<file path="src/rtl/seg7_scan_driver.sv">
// Scans a 32-bit debug word onto an 8-digit multiplexed 7-segment display as hex.
// Optional build macro LEADING_ZERO_BLANK_EN blanks digits above the top non-zero nibble.
module seg7_scan_driver #(
  parameter int SCAN_DIV   = 100000,
  parameter bit ACTIVE_LOW = 1'b1
) (
  input  logic        clk,
  input  logic        rst,
  input  logic [31:0] dbg_data,
  input  logic        freeze,
  output logic [7:0]  an,
  output logic [6:0]  seg,
  output logic        dp,
  output logic        frame_tick
);

  localparam int CNT_W = (SCAN_DIV > 1) ? $clog2(SCAN_DIV) : 1;
  localparam logic [CNT_W-1:0] CNT_MAX = CNT_W'(SCAN_DIV - 1);

  logic [CNT_W-1:0] cnt_q, cnt_d;
  logic [2:0]       idx_q, idx_d;
  logic [31:0]      snap_q, snap_d;
  logic [7:0]       an_q, an_d;
  logic [6:0]       seg_q, seg_d;
  logic             dp_q, dp_d;
  logic             frame_tick_q, frame_tick_d;

  logic             tick;
  logic             frame;
  logic [3:0]       nibble;
  logic [6:0]       glyph;
  logic             digit_on;
  logic [7:0]       an_act;
  logic [6:0]       seg_act;
  logic             dp_act;

`ifdef LEADING_ZERO_BLANK_EN
  logic [7:0] nz;
  logic [2:0] msd;

  for (genvar gi = 0; gi < 8; gi++) begin : g_nz
    assign nz[gi] = |snap_q[4*gi +: 4];
  end

  // Digit 0 is always shown, so msd bottoms out at 0 even for an all-zero word.
  always_comb begin
    msd = 3'd0;
    for (int i = 1; i < 8; i++) begin
      if (nz[i]) msd = 3'(i);
    end
  end
`endif

  always_comb begin
    tick   = (cnt_q == CNT_MAX);
    frame  = tick && (idx_q == 3'd7);
    cnt_d  = tick ? '0 : cnt_q + CNT_W'(1);
    idx_d  = tick ? idx_q + 3'd1 : idx_q;
    frame_tick_d = frame;
    // Snapshot only at the frame boundary so one scan never mixes two words.
    snap_d = (frame && !freeze) ? dbg_data : snap_q;

    nibble = snap_q[{idx_q, 2'b00} +: 4];
    glyph  = 7'h00;
    case (nibble)
      4'h0: glyph = 7'h3F;
      4'h1: glyph = 7'h06;
      4'h2: glyph = 7'h5B;
      4'h3: glyph = 7'h4F;
      4'h4: glyph = 7'h66;
      4'h5: glyph = 7'h6D;
      4'h6: glyph = 7'h7D;
      4'h7: glyph = 7'h07;
      4'h8: glyph = 7'h7F;
      4'h9: glyph = 7'h6F;
      4'hA: glyph = 7'h77;
      4'hB: glyph = 7'h7C;
      4'hC: glyph = 7'h39;
      4'hD: glyph = 7'h5E;
      4'hE: glyph = 7'h79;
      4'hF: glyph = 7'h71;
      default: glyph = 7'h00;
    endcase

`ifdef LEADING_ZERO_BLANK_EN
    digit_on = (idx_q <= msd);
`else
    digit_on = 1'b1;
`endif

    an_act  = digit_on ? (8'd1 << idx_q) : 8'd0;
    seg_act = digit_on ? glyph : 7'd0;
    dp_act  = (idx_q == 3'd0) && freeze;

    an_d  = ACTIVE_LOW ? ~an_act  : an_act;
    seg_d = ACTIVE_LOW ? ~seg_act : seg_act;
    dp_d  = ACTIVE_LOW ? ~dp_act  : dp_act;
  end

  always_ff @(posedge clk) begin
    if (rst) begin
      cnt_q        <= '0;
      idx_q        <= 3'd0;
      snap_q       <= 32'd0;
      frame_tick_q <= 1'b0;
      an_q         <= {8{ACTIVE_LOW}};
      seg_q        <= {7{ACTIVE_LOW}};
      dp_q         <= ACTIVE_LOW;
    end else begin
      cnt_q        <= cnt_d;
      idx_q        <= idx_d;
      snap_q       <= snap_d;
      frame_tick_q <= frame_tick_d;
      an_q         <= an_d;
      seg_q        <= seg_d;
      dp_q         <= dp_d;
    end
  end

  assign an         = an_q;
  assign seg        = seg_q;
  assign dp         = dp_q;
  assign frame_tick = frame_tick_q;

endmodule

</file>
<file path="config.mk">
export PLATFORM = sky130hd
export DESIGN_NAME = seg7_scan_driver
export DESIGN_NICKNAME = d
export VERILOG_FILES = /design/src/rtl/seg7_scan_driver.sv
export SDC_FILE = /design/constraint.sdc
export NUM_CORES = 1
export LEC_CHECK = 0
export CAP_MARGIN = 25
export CELL_PAD_IN_SITES_DETAIL_PLACEMENT = 1
export CELL_PAD_IN_SITES_GLOBAL_PLACEMENT = 1
export CORE_ASPECT_RATIO = 0.9
export CORE_MARGIN = 1.5
export CORE_UTILIZATION = 44
export DETAILED_ROUTE_END_ITERATION = 16
export GPL_TIMING_DRIVEN = 1
export PLACE_DENSITY = 0.93
export SYNTH_ARGS = -nofsm -noshare
export SYNTH_HDL_FRONTEND = slang
export SYNTH_SLANG_ARGS = --single-unit
</file>
<file path="constraint.sdc">
create_clock -name clk -period 8.4 [get_ports clk]
set_input_delay 0.84 -clock clk [delete_from_list [all_inputs] [get_ports clk]]
set_output_delay 0.84 -clock clk [all_outputs]
set_load 0.01 [all_outputs]
</file>
# After elaboration in Yosys (flattened, before gate mapping)
# Memories as Yosys holds them, arrays and structs flattened.
# Index checks and enable logic that the tools add are counted.
[classes]
reduce_logical = 6
n_addsub = 2
n_eq_ne = 2
shift = 2
bitwise = 3
[ops]
columns = ["op", "n"]
rows = [
  ["variable part select 32 x 6 -> 4 bit", 1],
  ["adder 17 x 1 -> 17 bit, second input constant", 1],
  ["== test 17 bit, second input constant", 1],
  ["inverter 8 bit", 1],
  ["left shift 1 x 3 -> 8 bit, first input constant", 1],
  ["inverter 7 bit", 1],
  ["adder 3 x 1 -> 3 bit, second input constant", 1],
  ["== test 3 bit, second input constant", 1],
  ["logical AND 1 bit", 3],
  ["zero test 3 bit", 1],
  ["OR reduction 2 bit", 1],
  ["zero test 1 bit", 1],
  ["inverter 1 bit", 1],
]
[totals]
mem_count = 1
input_bits = 35
rom_bits = 112
wordCells = 23
output_inout_bits = 17
reg_bits = 69
[mem_list]
columns = ["name", "words", "width", "read_ports", "rd_clocked_by_memory_dff", "write_ports", "line", "source"]
rows = [
  ["(no name shown)", 16, 7, 1, 0, 0, "65", "case (nibble)"],
]

# Longest topological paths before layout
# Gate-level depths: netlist of the first run.
[logic_depth]
ltp_word = 3
ltp_mapped = 9

# Worst setup path after synthesis of the first run
# No wires, ideal clock.
[synth_timing]
path_type = "reg2reg"
from = "register idx_q[0]"
to = "register seg_q[3], in the netlist seg[3]"
synth_period_minus_slack_ns = 2.663
setup_slack_ns = 5.737
arrival_time_ns = 2.544
t_required_ns = 8.280
path_stages_with_launch = 10
setup_time_ns = 0.120
path_cell_list = "dfxtp_1 buf_2 mux4_2 mux2i_1 inv_1 ha_1 inv_1 nor3_1 a2111o_1 o31a_1"
[synth_between]
elab_chain_cells = 3
[synth_rtl]
columns = ["item", "line", "source"]
rows = [
  ["from (decl)", "21", "logic [2:0] idx_q, idx_d;"],
  ["from (signal assigned)", "111", "idx_q <= idx_d;"],
  ["variable part select 32 x 6 -> 4 bit", "63", "nibble = snap_q[{idx_q, 2'b00} +: 4];"],
  ["memory (16 x 7 bit)", "n/a", ""],
  ["inverter 7 bit", "96", "seg_d = ACTIVE_LOW ? ~seg_act : seg_act;"],
  ["to (signal assigned)", "107", "seg_q <= {7{ACTIVE_LOW}};"],
  ["to (signal assigned)", "115", "seg_q <= seg_d;"],
  ["to (decl)", "24", "logic [6:0] seg_q, seg_d;"],
]
# Every way passes these cells.
# A chain may end at the register's enable or synchronous reset.

# Worst setup path after layout of the first run
# Same ends and word-level chain as after synthesis.

==> results of run 1 <==
## layer usage
metal	share of wire, %	up-vias	global-route usage, %	wire (µm)
li1	-	1120	-	-
met1	43	1154	25.9	3340
met2	49	71	37.5	3860
met3	4.8	23	5.86	375
met4	2.9	0	11.0	228
met5	0	-	0	0
## sequential cells by signal (all words and copies together) (netlist names)
register    flops
frame_tick      1
dp              1
seg             7
cnt_q          17
an              8
idx_q           3
snap_q         32
## final cells by class
cell class                      count  area, µm²
Fill cell                         756       2970
Multi-Input combinational cell    205       1530
Sequential cell                    69       1380
Timing Repair Buffer               52        518
Clock buffer                       10        128
Tap cell                           90        113
Clock inverter                      5       52.6
Inverter                            9       33.8
## where the power goes
| part | switching (W) | internal, W | total (W) |
|---|---|---|---|
| clock network | 0.000127 | 0.000134 | 0.000261 |
| registers | 0.00000187 | 0.000330 | 0.000332 |
| logic | 0.0000119 | 0.0000206 | 0.0000325 |
| total | 0.000141 | 0.000485 | 0.000626 |
## metrics by stage
stage / std cells / util (%)
2_1_floorplan: 297 / -
3_3_place_gp: 425 / 53.2
3_5_place_dp: 425 / 53.2
4_1_cts: 440 / 55.9
5_1_grt: 440 / 55.9
6_report: 440 / 55.9
## placed cells by master (no fill, tap or decap), types with 2 or more instances in the layout
| master | n |
|---|---|
| clkbuf_8 | 9 |
| nor4_1 | 2 |
| a22o_1 | 2 |
| inv_1 | 8 |
| or3_1 | 2 |
| nand2b_1 | 3 |
| and3b_2 | 2 |
| mux4_2 | 6 |
| nand3_1 | 8 |
| xor2_1 | 8 |
| ha_1 | 13 |
| dfxtp_1 | 69 |
| and3_1 | 2 |
| or4b_4 | 2 |
| xnor2_1 | 6 |
| clkdlybuf4s50_1 | 51 |
| o21ai_0 | 6 |
| clkinv_2 | 3 |
| nand2_1 | 14 |
| mux2_1 | 2 |
| mux2i_1 | 39 |
| a21oi_1 | 7 |
| a221o_1 | 4 |
| nor3_1 | 4 |
| nor2_1 | 59 |
## synth_stat cells
cell       n  area, µm²
clkinv_1   1       3.75
nand2b_1   3       18.8
a211oi_1   1       7.51
o22ai_1    1       6.26
nand4_1    1       6.26
xor2_1     8       70.1
a221oi_1   1       8.76
a2111o_1   1       11.3
nand4_4    1       21.3
clkbuf_8   5       68.8
mux4_2     6        135
nor2b_1    1       6.26
xnor2_1    6       52.6
buf_2      2       10.0
ha_1      13        163
o22a_1     1       8.76
nand3_1    8       40.0
nor4_4     1       21.3
a22o_1     2       17.5
mux2_1     2       22.5
nor4_1     2       12.5
or3_1      2       12.5
clkbuf_1   2       7.51
o21ai_0    6       30.0
or2_1      1       6.26
a21oi_1    7       35.0
inv_1      8       30.0
nor3_1     4       20.0
nand4b_1   1       8.76
a22oi_1    1       7.51
a221o_1    4       40.0
o31a_1     1       8.76
buf_6      2       22.5
dfxtp_1   69       1380
and3_1     2       12.5
mux2i_1   39        390
and3b_1    1       8.76
mux2_2     1       11.3
or4b_4     2       27.5
nand2_1   14       52.6
nor2_1    59        221
and3b_2    1       10.0
buf_12     3       60.1
## final timing paths
kind                 start  endpoint  slack [ns]
setup reg to reg  idx_q[0]    seg[3]        5.16
hold reg to reg   cnt_q[0]  cnt_q[0]        0.46
hold / removal    cnt_q[0]  cnt_q[0]        0.46
setup / recovery  idx_q[0]    seg[3]        5.16
## critical path: cells and delay by family (launching register included)
kind / cells / cell delay, ns
adder cells (fa/ha/maj): 1 / 0.26
flip-flops: 1 / 0.86
AND/OR/NAND/NOR: 1 / 0.07
buffers and inverters: 2 / 0.26
AO/OA/AOI/OAI: 2 / 0.51
multiplexers: 2 / 1.16
## cell families (layout without fill, tap and decap cells)
family	after synthesis	after routing
flops	69	69
xor+xnor	14	14
compound gates	26	26
fa+ha+maj	13	13
simple gates	104	104
buf+inv	23	76
mux	48	48
==> results.toml, run 1 <==
[critical_path]
cp-end-kind = "flop"
cp_max_fo = 14
startpoint_type = "flop"
crit_type = "reg -> reg"
slowest_delay_ns = 0.86
worst_path_max_delay_cell = "dfxtp_1"
required_ns = 8.65
path_cells = "mux4_2 -> mux2i_1 -> inv_1 -> ha_1 -> inv_1 -> nor3_1 -> a2111o_1 -> o31a_1"
crit_top_cell = "inv_1"
r2r_cells = 8
cp.arrival_ns = 3.49

[synth]
netlist_area_um2 = 3120
synth_cells = 297
synth-compound-area-share_pct = 5.82
synth_simple_gate_area_share_pct = 16.3
synth.mux.area_fraction_pct = 17.9
synth_xor_area_share_pct = 3.93
yosys_warnings = 0
synth_fp_nets = 345
synth_top_family_by_area = "multiplexers"
yosys.area_share.adder_pct = 5.22
synth_seq_cells = 69
ys_types = 43
seq_area_frac_synth_pct = 44.3
syn_avg_cell_area_um2 = 10.5

[place]
gp_congestion = 0.931
post-dp-hpwl_mm = 5.36
port_buffers = 51
place_ws_ns = 5.18
placed_area_um2 = 3580

[cts]
clock-sinks = 69
ctsResizeCount = 0
postCtsSetupBuffers = 0
clk_pin_slew_worst_paths_ns = 0.07
clock-root-buffer = "clkbuf_8"
cts_tree = "yes"
insertion_delay_ns = 0.35
cts_hold_buf = 0
cts_htree_levels = 3
cts_inserted_buffers = 9
cts_buffer_depth = 2

[power_and_ir_drop]
p_leak_nw = 1.42
total_power_w = 0.000626
p_per_area_nw_per_um2 = 166
peakVddDrop_mv = 0.0951

[routing]
first_pass_iters = 5
wire_per_inst_um = 17.7
wl_mm = 7.80
vias = 2368
drtAntennaViolNets = 0
drcViolationCount = 0
vias_per_cell = 5.38
dr.first_iter.drc_count = 93

[floorplanning]
initial_core_util_pct = 46.3
ios = 52
rows = 28
die_area_um2 = 7600
die_w_um = 91.7
coreArea_um2 = 6730
die-height_um = 82.8

[timing]
finalSetupTns_ns = 0
finalCritPeriodShare_pct = 38.5
hold_viol_final = 0
slew_headroom_pct = 33.8
tightestPinTransition_ns = 0.992
fin_ws_ns = 5.16
setup_viol = 0
skew_ns = 0.00564
hold_slack_ns = 0.458
max_freq_ghz = 0.309
final.min_clock_period_ns = 3.24
drv_slew = 0
rsz0062_at_grt = "no"

[worst_hold_path]
min_path_cells = 1
hp-class = "reg -> reg"

[final_layout]
num-nets-final = 394
syn_to_final_growth_pct = 20.6
finish.instance_area_um2 = 3760
drive_gt1_share_pct = 8.00
diodes = 0

[job]
maxCapViolations = 0

[global_route]
grt_antenna_before_repair = 0
grt_max_degree = 53
grt_util_all_layers_pct = 22.2
first_global_vias = 2652
overflow = 0
grt_pass1_wl_mm = 13.0

[run_status]
status = "finished, final reports clean"
No activity file was read; power rests on OpenSTA's default activity.
==> run 2, diff against run 1 <==
--- a/config.mk
+++ b/config.mk
@@ -10,10 +10,10 @@
 export CELL_PAD_IN_SITES_GLOBAL_PLACEMENT = 1
 export CORE_ASPECT_RATIO = 0.9
 export CORE_MARGIN = 1.5
-export CORE_UTILIZATION = 44
+export CORE_UTILIZATION = 41
 export DETAILED_ROUTE_END_ITERATION = 16
 export GPL_TIMING_DRIVEN = 1
-export PLACE_DENSITY = 0.93
+export PLACE_DENSITY = 0.88
 export SYNTH_ARGS = -nofsm -noshare
 export SYNTH_HDL_FRONTEND = slang
 export SYNTH_SLANG_ARGS = --single-unit
==> constraint.sdc (replaced) <==
create_clock -name clk -period 3 [get_ports clk]
set_input_delay 0.3 -clock clk [delete_from_list [all_inputs] [get_ports clk]]
set_output_delay 0.3 -clock clk [all_outputs]
set_load 0.01 [all_outputs]
==> run 2 against run 1 <==
Via count down 1.4%; sequential power grew to 2.8 times the previous value; sequential share of layout area down 0.34 points; routed wire length down 8.2%; critical endpoint is now seg[0]; clock skew fell by 0.0014 ns.
==> results.toml, run 2 (synthesized netlist as in run 1, its figures left out) <==
[routing]
vias = 2334
wl_mm = 7.16
wire_per_inst_um = 15.9
vias_per_cell = 5.20
dr.first_iter.drc_count = 64
drcViolationCount = 0
first_pass_iters = 4
drtAntennaViolNets = 0

[final_layout]
multiInputGateArea_um2 = 1530
max_flop_register = "snap_q"
diodes = 0
finish.instance_area_um2 = 3790
num-nets-final = 401
final.fill_count = 809
syn_to_final_growth_pct = 21.8
largest_reg_flops = 32
layout_commonest_cell = "dfxtp_1"
instances_no_fill = 449
most-common-layout-cells = "69 x dfxtp_1, 59 x nor2_1, 51 x clkdlybuf4s50_1, 39 x mux2i_1, 14 x nand2_1"
register_area_um2 = 1380
drive_gt1_share_pct = 9.27

[critical_path]
r2r_cells = 6
worst_r2r_endpoint = "seg[0]"
cp_max_fo = 10
startpoint_type = "flop"
cp_top_family = "multiplexers"
timing.rr.start = "idx_q[0]"
worst_path_max_delay_cell = "mux4_2"
cp.arrival_ns = 2.71
rrSetupSlack_ns = 0.54
path_cells = "buf_4 -> mux4_2 -> mux2i_1 -> nor3_1 -> a22o_1 -> a221oi_1"
slowest_delay_ns = 0.54
worst-path-buf-inv = 1
crit_start = "idx_q[0]"
worstSetupPathDepth = 6
required_ns = 3.25
cp-end-kind = "flop"
crit_type = "reg -> reg"
endpoint = "seg[0]"

[cts]
clock-root-buffer = "clkbuf_8"
clk_pin_slew_worst_paths_ns = 0.07
postCtsSetupBuffers = 0
cts_htree_levels = 3
cts_buffer_depth = 2
clock-sinks = 69
insertion_delay_ns = 0.34
cts_inserted_buffers = 9
cts_hold_buf = 0
cts_tree = "yes"
ctsResizeCount = 0

[timing]
max_freq_ghz = 0.407
drv_slew = 0
tightestPinTransition_ns = 0.629
rsz0062_at_grt = "no"
hold_viol_final = 0
final.min_clock_period_ns = 2.46
finalCritPeriodShare_pct = 81.9
skew_ns = 0.00429
setup_viol = 0
slew_headroom_pct = 57.7
fin_ws_ns = 0.542
finalSetupTns_ns = 0

[floorplanning]
die-height_um = 85.7
initial_core_util_pct = 43.2
ios = 52
coreArea_um2 = 7220
die_area_um2 = 8130
die_w_um = 94.9
rows = 29

[global_route]
grt_antenna_before_repair = 0
grt_pass1_wl_mm = 11.8
grt_max_degree = 33
first_global_vias = 2386
grt_util_all_layers_pct = 19.4
overflow = 0

[place]
port_buffers = 51
place_ws_ns = 0.547
post-dp-hpwl_mm = 5.31
placed_area_um2 = 3650
gp_congestion = 0.966
dp.cells = 435

[power_and_ir_drop]
peakVddDrop_mv = 0.231
p_per_area_nw_per_um2 = 430
p_leak_nw = 1.44

[worst_hold_path]
hp-class = "reg -> reg"

[run_status]
status = "finished, final reports clean"

[job]
maxCapViolations = 0
run 2: changes by cell type in the layout (fill, tap and decap cells not counted):
cell	change
buf_4	+6
buf_12	+1
bufinv_16	-1
clkbuf_1	+1
clkinvlp_4	-1
run 2: worst min path at each step:
| stage | startpoint | endpoint | slack (ns) | cells past startpoint |
|---|---|---|---|---|
| after CTS | cnt_q[0] | cnt_q[0] | 0.47 | 1 |
| after global placement | cnt_q[0] | cnt_q[0] | 0.43 | 1 |
| after floorplan | freeze | dp | 0.38 | 1 |
| final | cnt_q[0] | cnt_q[0] | 0.48 | 1 |
| after global routing | cnt_q[0] | cnt_q[0] | 0.51 | 1 |
| after detailed placement | cnt_q[0] | cnt_q[0] | 0.44 | 1 |
run 2: per-stage QoR:
step | power [W] | util, % | hold WS (ns)
finish | 0.00163 | 52.6 | 0.481
global route | 0.00171 | 52.6 | 0.512
CTS | 0.00165 | 52.6 | 0.474
detailed placement | 0.00104 | 50.5 | 0.441
global placement | 0.00104 | 50.5 | 0.428
floorplan | 0.000986 | - | 0.384
run 2: where the power goes:
group / switching, W / internal [W] / leakage, nW / total (W)
sequential: 0.00000532 / 0.000925 / 0.559 / 0.000930
combinational: 0.0000335 / 0.0000583 / 0.802 / 0.0000918
clock: 0.000324 / 0.000287 / 0.0788 / 0.000611
total: 0.000363 / 0.00127 / 1.44 / 0.00163
run 2: cell type report:
| cell class | instances | share of cell area (%) |
|---|---|---|
| inverter | 9 | 0.890 |
| multi-input combinational | 205 | 40.4 |
| timing repair buffer | 59 | 15.4 |
| tap | 93 | 3.07 |
| clock buffer | 11 | 3.46 |
| clock inverter | 3 | 0.396 |
| sequential | 69 | 36.4 |
run 2: layer usage:
layer	vias up	track usage (%)	wire length, µm
met5	-	0	0
met4	0	9.91	192
met3	15	5.05	310
met2	61	30.4	3360
met1	1124	24.4	3300
li1	1134	-	-
==> run 3, diff against run 2 <==
==> constraint.sdc (replaced) <==
create_clock -name clk -period 2.3 [get_ports clk]
set_input_delay 0.23 -clock clk [delete_from_list [all_inputs] [get_ports clk]]
set_output_delay 0.23 -clock clk [all_outputs]
set_load 0.01 [all_outputs]
==> run 3 against run 2 <==
Power is 42% higher; register-to-register slack got worse by 0.48 ns; flip-flop and latch count stayed put; critical path depth grew 2; worst setup slack got worse by 0.48 ns; global-route usage up 0.67 points; routed wire length rose by 5.4%; die area unchanged; count of clock-buffer cells in the layout unchanged; critical path type unchanged; highest routed layer unchanged.
==> results.toml, run 3 (synthesized netlist as in run 1, its figures left out) <==
[routing]
wl_mm = 7.54
drtAntennaViolNets = 0
vias_per_cell = 5.23
first_pass_iters = 4
dr.first_iter.drc_count = 78
wire_per_inst_um = 16.7
drcViolationCount = 0
vias = 2368

[final_layout]
max_flop_register = "snap_q"
register_area_um2 = 1390
finish.instance_area_um2 = 3910
layout_commonest_cell = "dfxtp_1"
multiInputGateArea_um2 = 1570
drive_gt1_share_pct = 12.5
largest_reg_flops = 32
final.fill_count = 795
utilization_pct = 54.1
num-nets-final = 404
most-common-layout-cells = "67 x dfxtp_1, 59 x nor2_1, 51 x clkdlybuf4s50_1, 36 x mux2i_1, 14 x nand2_1"
syn_to_final_growth_pct = 25.3
diodes = 0

[place]
port_buffers = 51
post-dp-hpwl_mm = 5.56
placed_area_um2 = 3690
gp_congestion = 0.976

[cts]
clk_pin_slew_worst_paths_ns = 0.07
cts_tree = "yes"
cts_buffer_depth = 2
cts_hold_buf = 0
cts_inserted_buffers = 9
insertion_delay_ns = 0.34
clock-sinks = 69
clock-root-buffer = "clkbuf_8"
cts_htree_levels = 3

[critical_path]
cp-end-kind = "flop"
rrSetupSlack_ns = 0.06
worst-path-buf-inv = 2
slowest_delay_ns = 0.55
required_ns = 2.54
startpoint_type = "flop"
cp.arrival_ns = 2.47
worst_path_max_delay_cell = "mux4_2"
worst_r2r_endpoint = "seg[3]"
cp_max_fo = 6
timing.rr.start = "idx_q[0]"
crit_type = "reg -> reg"
path_cells = "mux4_2 -> mux2i_4 -> inv_1 -> ha_1 -> inv_1 -> nor3_1 -> a2111o_1 -> o31a_1"
cp_top_family = "multiplexers"
r2r_cells = 8
crit_start = "idx_q[0]"
crit_top_cell = "inv_1"

[floorplanning]
die_area_um2 = 8130
initial_core_util_pct = 43.2
ios = 52
rows = 29
die_w_um = 94.9
coreArea_um2 = 7220
die-height_um = 85.7

[timing]
hold_slack_ns = 0.450
final.min_clock_period_ns = 2.24
finalCritPeriodShare_pct = 97.3
drv_slew = 0
setup_viol = 0
tightestPinTransition_ns = 0.623
finalSetupTns_ns = 0
skew_ns = 0.00821
slew_headroom_pct = 58.1
hold_viol_final = 0
max_freq_ghz = 0.447

[worst_hold_path]
min_from = "freeze"
hp-class = "in -> reg"
min_path_cells = 2
holdPathEnd = "dp"

[global_route]
first_global_vias = 2482
overflow = 0
grt_max_degree = 33
grt_pass1_wl_mm = 12.4
grt_antenna_before_repair = 0
grt_util_all_layers_pct = 20.0

[power_and_ir_drop]
p_per_area_nw_per_um2 = 593
peakVddDrop_mv = 0.329
total_power_w = 0.00232
p_leak_nw = 1.46

[job]
maxCapViolations = 0

[run_status]
status = "finished, final reports clean"
run 3: how the worst max path moves through the flow:
stage,endpoint,depth (start not counted),slack [ns]
floorplan,seg[3],9,0.02
global placement,seg[3],8,0.16
detailed placement,seg[3],8,0.02
CTS,seg[0],7,0.001
global route,seg[3],8,-0.02
finish,seg[3],8,0.06
run 3: cell type report:
class                   count  share of cell area, %
repair buffers             62                   15.5
flip-flops and latches     69                   35.5
clock buffers              11                   3.88
clock inverters             4                   1.22
inverters                   9                  0.865
well taps                  93                   2.98
multi-input cells         205                   40.1
run 3: report_power, final:
part / switching [W] / internal, W
Clock: 0.000431 / 0.000550
Combinational: 0.0000453 / 0.0000772
Sequential: 0.00000664 / 0.00121
Total: 0.000483 / 0.00183
run 3: per-stage QoR:
| stage | instances | setup slack (ns) |
|---|---|---|
| 2_1_floorplan | 297 | 0.0192 |
| 6_report | 453 | 0.0614 |
| 3_3_place_gp | 437 | 0.159 |
| 3_5_place_dp | 437 | 0.0184 |
| 4_1_cts | 452 | 0.00117 |
| 5_1_grt | 453 | -0.0169 |
run 3: per-layer routing:
layer / track usage (%) / vias up / part of all wire, %
met2: 34.1 / 59 / 49
met3: 5.41 / 9 / 4.0
met5: 0 / - / 0
met1: 24.3 / 1160 / 45
met4: 6.65 / 0 / 1.6
li1: - / 1140 / -
run 3: what timing repair did:
action / CTS / global route
endpoints found under the setup margin: 0 / 3
setup buffers: 0 / 1
resized for setup: 0 / 3
